**src/rtl/uart_pkg.sv**
```systemverilog
// Shared register map and bit positions for the UART MMIO front end.
package uart_pkg;

    localparam logic [1:0] UART_DATA   = 2'd0;
    localparam logic [1:0] UART_STATUS = 2'd1;
    localparam logic [1:0] UART_CTRL   = 2'd2;

    localparam int ST_TX_EMPTY    = 0;
    localparam int ST_TX_FULL     = 1;
    localparam int ST_RX_NONEMPTY = 2;
    localparam int ST_RX_FULL     = 3;
    localparam int ST_RX_OVERRUN  = 4;
    localparam int ST_TX_OVERFLOW = 5;
    localparam int ST_TX_CNT_LSB  = 8;
    localparam int ST_RX_CNT_LSB  = 16;

    localparam int CTRL_RX_IRQ_EN = 0;
    localparam int CTRL_TX_IRQ_EN = 1;

endpackage

```
**src/rtl/uart_fifo.sv**
```systemverilog
// Synchronous show-ahead FIFO; push while full and pop while empty are ignored.
module uart_fifo #(
    parameter  int DEPTH = 8,
    parameter  int WIDTH = 8,
    localparam int AW    = $clog2(DEPTH)
) (
    input  logic             clk,
    input  logic             rstn,
    input  logic             push,
    input  logic [WIDTH-1:0] din,
    input  logic             pop,
    output logic [WIDTH-1:0] dout,
    output logic             full,
    output logic             empty,
    output logic [AW:0]      count
);

    logic [WIDTH-1:0] r_mem [DEPTH];
    logic [AW-1:0]    r_wr_ptr;
    logic [AW-1:0]    r_rd_ptr;
    logic [AW:0]      r_count;
    logic             w_do_push;
    logic             w_do_pop;

    assign full      = (r_count == (AW+1)'(DEPTH));
    assign empty     = (r_count == '0);
    assign count     = r_count;
    assign w_do_push = push & ~full;
    assign w_do_pop  = pop & ~empty;
    // Storage is not reset, so the head is masked to keep dout at zero when empty.
    assign dout      = empty ? '0 : r_mem[r_rd_ptr];

    always_ff @(posedge clk) begin
        if (w_do_push)
            r_mem[r_wr_ptr] <= din;
    end

    always_ff @(posedge clk or negedge rstn) begin
        if (!rstn) begin
            r_wr_ptr <= '0;
            r_rd_ptr <= '0;
            r_count  <= '0;
        end else begin
            if (w_do_push)
                r_wr_ptr <= r_wr_ptr + 1'b1;
            if (w_do_pop)
                r_rd_ptr <= r_rd_ptr + 1'b1;
            case ({w_do_push, w_do_pop})
                2'b10:   r_count <= r_count + 1'b1;
                2'b01:   r_count <= r_count - 1'b1;
                default: r_count <= r_count;
            endcase
        end
    end

endmodule

```
**src/rtl/uart_mmio.sv**
```systemverilog
// Register-bus front end for the UART core: TX/RX FIFOs, status, control, irq.
module uart_mmio
    import uart_pkg::*;
#(
    parameter int TX_DEPTH = 8,
    parameter int RX_DEPTH = 8
) (
    input  logic        clk,
    input  logic        rstn,
    input  logic        bus_sel,
    input  logic        bus_we,
    input  logic [3:0]  bus_addr,
    input  logic [31:0] bus_wdata,
    output logic [31:0] bus_rdata,
    output logic        bus_irq,
    output logic        tx_valid,
    output logic [7:0]  tx_data,
    input  logic        tx_ready,
    input  logic        rx_valid,
    input  logic [7:0]  rx_data,
    output logic        rx_ready
);

    localparam int TXW = $clog2(TX_DEPTH) + 1;
    localparam int RXW = $clog2(RX_DEPTH) + 1;

    logic [1:0]     r_ctrl;
    logic           r_rx_overrun;
    logic           r_tx_overflow;
    logic [31:0]    r_rdata;
    logic           r_rx_ready;

    logic [1:0]     w_reg;
    logic           w_rd;
    logic           w_wr;
    logic           w_tx_push;
    logic           w_tx_pop;
    logic           w_tx_full;
    logic           w_tx_empty;
    logic [7:0]     w_tx_dout;
    logic [TXW-1:0] w_tx_count;
    logic           w_rx_push;
    logic           w_rx_pop;
    logic           w_rx_full;
    logic           w_rx_empty;
    logic [7:0]     w_rx_dout;
    logic [RXW-1:0] w_rx_count;
    logic [31:0]    w_status;
    logic [31:0]    w_rdata_next;
    logic           w_unused_bits;

    assign w_reg     = bus_addr[3:2];
    assign w_rd      = bus_sel & ~bus_we;
    assign w_wr      = bus_sel & bus_we;
    assign w_tx_push = w_wr & (w_reg == UART_DATA);
    assign w_tx_pop  = tx_valid & tx_ready;
    assign w_rx_push = rx_valid & r_rx_ready;
    assign w_rx_pop  = w_rd & (w_reg == UART_DATA) & ~w_rx_empty;
    assign w_unused_bits = &{1'b0, bus_addr[1:0], bus_wdata[31:8]};

    uart_fifo #(.DEPTH(TX_DEPTH), .WIDTH(8)) u_tx_fifo (
        .clk   (clk),
        .rstn  (rstn),
        .push  (w_tx_push),
        .din   (bus_wdata[7:0]),
        .pop   (w_tx_pop),
        .dout  (w_tx_dout),
        .full  (w_tx_full),
        .empty (w_tx_empty),
        .count (w_tx_count)
    );

    uart_fifo #(.DEPTH(RX_DEPTH), .WIDTH(8)) u_rx_fifo (
        .clk   (clk),
        .rstn  (rstn),
        .push  (w_rx_push),
        .din   (rx_data),
        .pop   (w_rx_pop),
        .dout  (w_rx_dout),
        .full  (w_rx_full),
        .empty (w_rx_empty),
        .count (w_rx_count)
    );

    always_comb begin
        w_status = '0;
        w_status[ST_TX_EMPTY]    = w_tx_empty;
        w_status[ST_TX_FULL]     = w_tx_full;
        w_status[ST_RX_NONEMPTY] = ~w_rx_empty;
        w_status[ST_RX_FULL]     = w_rx_full;
        w_status[ST_RX_OVERRUN]  = r_rx_overrun;
        w_status[ST_TX_OVERFLOW] = r_tx_overflow;
        w_status[ST_TX_CNT_LSB +: 8] = 8'(w_tx_count);
        w_status[ST_RX_CNT_LSB +: 8] = 8'(w_rx_count);
    end

    always_comb begin
        w_rdata_next = '0;
        case (w_reg)
            UART_DATA:   w_rdata_next = {24'b0, w_rx_dout};
            UART_STATUS: w_rdata_next = w_status;
            UART_CTRL:   w_rdata_next = {30'b0, r_ctrl};
            default:     w_rdata_next = '0;
        endcase
    end

    // Sticky flags: a same-cycle set beats the write-1-to-clear.
    always_ff @(posedge clk or negedge rstn) begin
        if (!rstn) begin
            r_ctrl        <= '0;
            r_rx_overrun  <= 1'b0;
            r_tx_overflow <= 1'b0;
            r_rdata       <= '0;
            r_rx_ready    <= 1'b0;
        end else begin
            r_rx_ready <= 1'b1;
            if (w_rd)
                r_rdata <= w_rdata_next;
            if (w_wr && w_reg == UART_CTRL)
                r_ctrl <= bus_wdata[1:0];
            if (w_rx_push && w_rx_full)
                r_rx_overrun <= 1'b1;
            else if (w_wr && w_reg == UART_STATUS && bus_wdata[ST_RX_OVERRUN])
                r_rx_overrun <= 1'b0;
            if (w_tx_push && w_tx_full)
                r_tx_overflow <= 1'b1;
            else if (w_wr && w_reg == UART_STATUS && bus_wdata[ST_TX_OVERFLOW])
                r_tx_overflow <= 1'b0;
        end
    end

    assign bus_rdata = r_rdata;
    assign rx_ready  = r_rx_ready;
    assign tx_valid  = ~w_tx_empty;
    assign tx_data   = w_tx_dout;
    assign bus_irq   = (r_ctrl[CTRL_RX_IRQ_EN] & (~w_rx_empty | r_rx_overrun))
                     | (r_ctrl[CTRL_TX_IRQ_EN] & w_tx_empty);

endmodule

```
**config.mk**
```make
export PLATFORM = sky130hd
export DESIGN_NAME = uart_mmio
export DESIGN_NICKNAME = d
export VERILOG_FILES = /design/src/rtl/uart_pkg.sv /design/src/rtl/uart_fifo.sv /design/src/rtl/uart_mmio.sv
export SDC_FILE = /design/constraint.sdc
export NUM_CORES = 1
export LEC_CHECK = 0
export CAP_MARGIN = 20
export CELL_PAD_IN_SITES_DETAIL_PLACEMENT = 1
export CELL_PAD_IN_SITES_GLOBAL_PLACEMENT = 1
export CORE_ASPECT_RATIO = 1.5
export CORE_MARGIN = 2
export CORE_UTILIZATION = 40
export DETAILED_ROUTE_END_ITERATION = 8
export GPL_TIMING_DRIVEN = 1
export PLACE_DENSITY = 0.74
export SYNTH_ARGS = -nofsm -noshare
export SYNTH_HDL_FRONTEND = slang
export SYNTH_SLANG_ARGS = --single-unit
export TNS_END_PERCENT = 20
```
**constraint.sdc**
```tcl
create_clock -name clk -period 2.41 [get_ports clk]
set_input_delay 0.241 -clock clk [delete_from_list [all_inputs] [get_ports clk]]
set_output_delay 0.241 -clock clk [all_outputs]
set_load 0.05 [all_outputs]
```
=== Word-level counts from Yosys, hierarchy flattened ===
Memory sizes are Yosys's and may differ from the RTL's.
Cells that the tools add are included.

* Add/sub/neg operators: 8
* Eq/ne operators: 8
* Muxes and demuxes: 13
* Bitwise operators: 20
* Reduce and logical (&&, ||, !) cells: 13

{| class="wikitable"
|+ Operator list
! kind !! number
|-
| case mux 20 bit (3 select lines) || 1
|-
| two-way mux 8 bit || 2
|-
| case mux 4 bit (2 select lines) || 2
|-
| AND 1 bit || 13
|-
| adder 3 x 1 -> 3 bit, second input constant || 4
|-
| adder 4 x 1 -> 4 bit, second input constant || 2
|-
| == test 4 bit, second input constant || 2
|-
| logical NOT 4 bit || 2
|-
| two-way mux 1 bit || 8
|-
| nonzero test 2 bit || 4
|-
| subtractor 4 x 1 -> 4 bit, second input constant || 2
|-
| == test 2 x 1 -> 1 bit, second input constant || 3
|-
| == test 2 bit, second input constant || 3
|-
| logical AND 1 bit || 6
|-
| inverter 1 bit || 5
|-
| logical NOT 2 bit || 1
|-
| OR 1 bit || 2
|}

* Flip-flop bits (word level): 57
* Memory bits (writable): 128
* Input port bits: 50
* Output and inout bits: 43
* Word-level logic and storage cells: 75
* Memories: 2

{| class="wikitable"
|+ Memories
! name !! words !! width !! read ports !! clocked after Yosys merged registers in !! wr ports !! line !! source
|-
| u_rx_fifo.r_mem || 8 || 8 || 1 || 0 || 1 || uart_fifo.sv:18 || <nowiki>logic [WIDTH-1:0] r_mem [DEPTH];</nowiki>
|-
| u_tx_fifo.r_mem || 8 || 8 || 1 || 0 || 1 || uart_fifo.sv:18 ||
|}

=== Depth between registers and ports, before layout ===
* Depth in word-level cells: 7
* Mapped depth: 13
* Mapped depth without buffers: 12

=== Cells and area by module ===
Synthesis repeated with hierarchy kept, for this count alone.

* Cell total of the unflattened synthesis: 426
* Area total of the unflattened synthesis: 7163.1 um^2

{| class="wikitable"
|+ Modules (own cells, without submodules)
! module !! instances !! cells each !! area each (um^2) !! seq. area each (um^2)
|-
| uart_fifo (u_tx_fifo) || 1 || 163 || 3045.4 || 2172.1
|-
| uart_fifo (u_rx_fifo) || 1 || 162 || 3039.2 || 2172.1
|-
| uart_mmio || 1 || 101 || 1078.5 || 525.5
|}

=== Worst setup path before layout ===
Ideal clock, no wire load.

* Path kind: register to register
* Start point: register u_tx_fifo.r_count[1], in the netlist u_tx_fifo.count[1]
* End point: register u_tx_fifo.r_count[2], in the netlist u_tx_fifo.count[2]
* Setup time: 0.126 ns
* Arrival: 2.428 ns
* Path slack: -0.144 ns
* Cell stages (with the launch flop): 14
* Buffers on the path: 1
* Clock period less this slack: 2.554 ns
* Path through: dfrtp_1 buf_6 or2_4 nor3_4 inv_2 nand2_2 inv_1 ha_1 xor2_1 ha_1 a21oi_1 xor2_1 nor2_1 xor2_1

* Cells in the longest elaborated chain, start to end: 6
* Elaborated cells on any way between the ends: 13
* Those cells by class: 2 x add/sub; 3 x eq/ne; 1 x mux; 5 x bitwise; 2 x reduce/logical

{| class="wikitable"
|+ RTL lines
! element !! line !! source
|-
| start: declaration || uart_fifo.sv:21 || <nowiki>logic [AW:0] r_count;</nowiki>
|-
| start signal: assignment || uart_fifo.sv:49 || <nowiki>2'b10: r_count <= r_count + 1'b1;</nowiki>
|-
| start signal: assignment || uart_fifo.sv:50 || <nowiki>2'b01: r_count <= r_count - 1'b1;</nowiki>
|-
| start signal: assignment || uart_fifo.sv:51 || <nowiki>default: r_count <= r_count;</nowiki>
|-
| logical NOT 4 bit * || uart_fifo.sv:26 || <nowiki>assign empty = (r_count == '0);</nowiki>
|-
| inverter 1 bit * || uart_mmio.sv:134 || <nowiki>assign tx_valid = ~w_tx_empty;</nowiki>
|-
| via tx_valid || uart_mmio.sv:16 || <nowiki>output logic tx_valid,</nowiki>
|-
| AND 1 bit || uart_mmio.sv:56 || <nowiki>assign w_tx_pop = tx_valid & tx_ready;</nowiki>
|-
| AND 1 bit * || uart_fifo.sv:29 || <nowiki>assign w_do_pop = pop & ~empty;</nowiki>
|-
| via u_tx_fifo.w_do_pop || uart_fifo.sv:23 || <nowiki>logic w_do_pop;</nowiki>
|-
| == test 2 x 1 -> 1 bit / == test 2 bit (equally long branches) || uart_fifo.sv:48 || <nowiki>case ({w_do_push, w_do_pop})</nowiki>
|-
| case mux 4 bit (2 select lines) / nonzero test 2 bit (equally long branches) || -- ||
|}

Mark *: on every way through the listed nets, which the timed path passes. The rest lies on a longest branch.
A chain may end at the register's enable or synchronous reset.

=== Final worst setup path ===
* Start point: register u_tx_fifo.r_count[2], in the netlist u_tx_fifo.count[2]
* End point: register u_tx_fifo.r_count[2], in the netlist u_tx_fifo.count[2]

* Cells in the longest elaborated chain, start to end: 6
* Elaborated cells on any way between the ends: 13
* Those cells by class: 2 x add/sub; 3 x eq/ne; 1 x mux; 5 x bitwise; 2 x reduce/logical

{| class="wikitable"
|+ RTL lines
! element !! line
|-
| logical NOT 4 bit * || uart_fifo.sv:26
|-
| inverter 1 bit * || uart_fifo.sv:29, uart_mmio.sv:134
|-
| AND 1 bit || uart_mmio.sv:56
|-
| AND 1 bit * || uart_fifo.sv:29
|-
| via u_tx_fifo.w_do_pop || uart_fifo.sv:23
|-
| == test 2 x 1 -> 1 bit / == test 2 bit (equally long branches) || uart_fifo.sv:48
|-
| case mux 4 bit (2 select lines) / nonzero test 2 bit (equally long branches) || --
|}

Marked as above.

==> flow_summary_export.csv <==
group,metric,value,unit
floorplan,die_x,112,µm
grt,grt_pass1_wl,23.9,mm
clocking,insertion_delay,0.43,ns
synthesis,synth_edf_count,128,
floorplan,start_util,40.5,%
synthesis,synth_ff_type,"edfxtp_1",
synthesis,ys_top_cells_by_area,"edfxtp_1 (55%), dfrtp_1 (15%), mux4_2 (10%), mux2i_1 (2.4%), buf_4 (2.1%)",
timing,setup_viol,0,
setup_path,startpoint_type,"flop",
timing,hold_viol_final,0,
floorplan,core,17300,µm²
setup_path,cp_data_arrival_time,2.61,ns
final_layout,antenna_cells,0,
grt,overflow,0,
final_layout,areaGrowthSynthToFinish,23.1,%
clocking,numCtsBuffers,17,
routing,drt_pass1_iterations,4,
clocking,cts_htree_levels,4,
grt,grt_pass1_vias,4246,
clocking,cts_tree,"done",
final_layout,fin_nets,570,
floorplan,io_pins,93,
grt,antenna_found_initial,0,
timing,relSlewSlack,38.3,%
run_status,status,"finished clean",
routing,drc,0,
setup_path,cp_slowest_cell,"dfrtp_2",
clocking,clkSinkCount,169,
final_layout,fin_area,8610,µm²
floorplan,die_area,18600,µm²
setup_path,critical_path_depth,12,
synthesis,ys_ff_latch,169,
floorplan,rows,59,
setup_path,crit_path_frequent_cell,"xor2_1",
timing,worst_pin_slew,0.922,ns
setup_path,path_max_fanout,6,
synthesis,yosys.area.top_type,"edfxtp_1",
routing,vias,3802,
timing,rsz0062_at_grt,"yes",
grt,grt_max_degree,21,
synthesis,syn_inst,411,
timing,whs,0.314,ns
setup_path,cp_cell_sequence,"or2_4 > nor3_4 > inv_4 > nand2_4 > inv_2 > ha_4 > xor2_1 > ha_2 > a21oi_2 > xor2_1 > nor2_1 > xor2_1",
synthesis,syn_area,7000,µm²
routing,viasPerCell,5.17,
setup_path,path_delay_family,"simple AND/OR/NAND/NOR gates",
timing,min_period_over_period,95.3,%
synthesis,synth.avg_cell_area,17.0,µm²
routing,wl,15.2,mm
final_layout,layout_commonest_cell,"edfxtp_1",
setup_path,critPathRequiredTime,2.72,ns
timing,skew,0.0116,ns
synthesis,yosysWarnings,0,
hold_path,hold_path.class,"in2async",
clocking,cts.clk_slew.worst_paths,0.07,ns
place,dp_hpwl,11.0,mm
final_layout,mostFrequentLayoutCells,"edfxtp_1 (128), buf_4 (55), dfrtp_1 (39), clkdlybuf4s50_1 (39), mux4_2 (31)",
synthesis,async_reset_ff_share,24.3,%
synthesis,yosysSeqAreaShare,69.6,%
routing,postRouteAntennaNets,0,
place,placed_area,7960,µm²
routing,drt_first_iter_violations,150,
floorplan,die_y,166,µm
routing,post_drt_wl_per_cell,20.6,µm
place,port_buffers,50,
clocking,post_cts_buffers,0,
setup_path,slowest_delay,0.45,ns
power_and_ir_drop,power_density,1150,nW/µm²
final_layout,drive_gt1_share,27.5,%
power_and_ir_drop,p_leak,3.17,nW
setup_path,rr_worst_depth,12,
place,place_ws,-0.207,ns
timing,worst_slack,0.112,ns
place,gp_congestion,0.775,
timing,slew_viol_final,0,
setup_path,cp-end-kind,"flop",
setup_path,crit_type,"reg2reg",
power_and_ir_drop,ir_drop,864,µV
timing,fin_crit,2.30,ns
setup_path,critPathBufInv,2,
clocking,cts_max_path_buffers,2,
flow_run,max-cap-violations,0,
grt,grt_use_total,17.1,%
clocking,cts-root-buf,"clkbuf_16",
synthesis,ys_types,46,
synthesis,synth_top_cell_area_share,54.9,%
timing,fmax,435,MHz
-- synthesized netlist by cell type (8+ instances only) --
| cell type | count |
|---|---|
| a22o_1 | 9 |
| buf_4 | 20 |
| dfrtp_1 | 41 |
| edfxtp_1 | 128 |
| ha_1 | 10 |
| mux2i_1 | 17 |
| mux4_2 | 31 |
| nand2_1 | 25 |
| nand2b_1 | 8 |
| nor2_1 | 25 |
| o21ai_0 | 10 |
| xor2_1 | 9 |
-- worst register-to-register path, stage by stage, from the launching register on --
cell and delay (ns):
dfrtp_2 0.45, or2_4 0.28, nor3_4 0.22, inv_4 0.09
nand2_4 0.08, inv_2 0.06, ha_4 0.16, xor2_1 0.14
ha_2 0.18, a21oi_2 0.11, xor2_1 0.18, nor2_1 0.08
xor2_1 0.14
-- where the power goes --
group	internal [W]	total (W)	switching, W	leakage [nW]
logic	0.00147	0.00331	0.00185	1.22
clock network	0.00155	0.00273	0.00118	0.282
registers	0.00349	0.00389	0.000396	1.66
total	0.00652	0.00994	0.00342	3.17
-- final cells by class --
type / count / area [µm²]
clock buffer: 18 / 429
clock inverter: 14 / 168
fill: 1646 / 8660
inverter: 7 / 33.8
multi-input combinational: 217 / 1990
sequential: 169 / 4870
tap: 213 / 267
timing repair buffer: 98 / 858
-- sequential cells by signal, summed over array words and instances (netlist names) --
signal / count
r_ctrl: 2
u_tx_fifo.r_mem: 64
u_rx_fifo.r_mem: 64
u_rx_fifo.count: 4
r_rx_overrun: 1
u_rx_fifo.r_rd_ptr: 3
u_rx_fifo.r_wr_ptr: 3
u_tx_fifo.r_rd_ptr: 3
u_tx_fifo.count: 4
rx_ready: 1
r_tx_overflow: 1
u_tx_fifo.r_wr_ptr: 3
bus_rdata: 16
-- layer usage --
layer | vias to the layer above | part of all wire (%) | track usage, %
met3 | 22 | 3.2 | 4.31
met5 | - | 0 | 0
met1 | 1976 | 39 | 19.6
li1 | 1728 | - | -
met4 | 0 | 1.5 | 5.36
met2 | 76 | 56 | 31.3
-- cell families after synthesis --
| kind of cell | after synthesis | synth area share [%] |
|---|---|---|
| buf+inv | 40 | 3.61 |
| mux | 54 | 13.4 |
| fa+ha+maj | 10 | 1.79 |
| xor+xnor | 17 | 2.24 |
| flops | 169 | 69.6 |
| other cells | 2 | 0.107 |
| compound gates | 36 | 3.50 |
| simple gates | 83 | 5.79 |
-- final timing paths --
kind / startpoint / endpoint / slack (ns)
setup / recovery: u_tx_fifo.count[2]$_DFFE_PN0P_ / u_tx_fifo.count[2]$_DFFE_PN0P_ / 0.11
min in group clk: rx_valid / r_rx_overrun$_DFFE_PN0P_ / 0.49
hold reg to reg: bus_rdata[6]$_DFFE_PN0N_ / bus_rdata[6]$_DFFE_PN0N_ / 0.51
setup reg to reg: u_tx_fifo.count[2]$_DFFE_PN0P_ / u_tx_fifo.count[2]$_DFFE_PN0P_ / 0.11
max in group asynchronous: rstn / u_tx_fifo.r_rd_ptr[1]$_DFFE_PN0P_ / 1.51
hold / removal: rstn / u_rx_fifo.count[3]$_DFFE_PN0P_ / 0.31
-- through the flow --
stage,total power (W),TNS (ns),instances,util [%]
after CTS,0.00999,0,736,49.6
after global placement,0.00709,-0.388,703,46.1
after global routing,0.0104,-0.00539,736,49.9
after detailed placement,0.00724,-0.840,703,46.1
final,0.00994,0,736,49.9
after floorplan,0.00620,0,426,-
-- what timing repair did --
| item | 4_1_cts | 5_1_grt |
|---|---|---|
| hold endpoints to repair | 18 | 0 |
| pin swaps | 0 | 0 |
| endpoints found under the setup margin | 4 | 12 |
| resized for setup | 1 | 9 |
| hold buffers | 1 | 0 |
(Power assumes the default switching activity.)
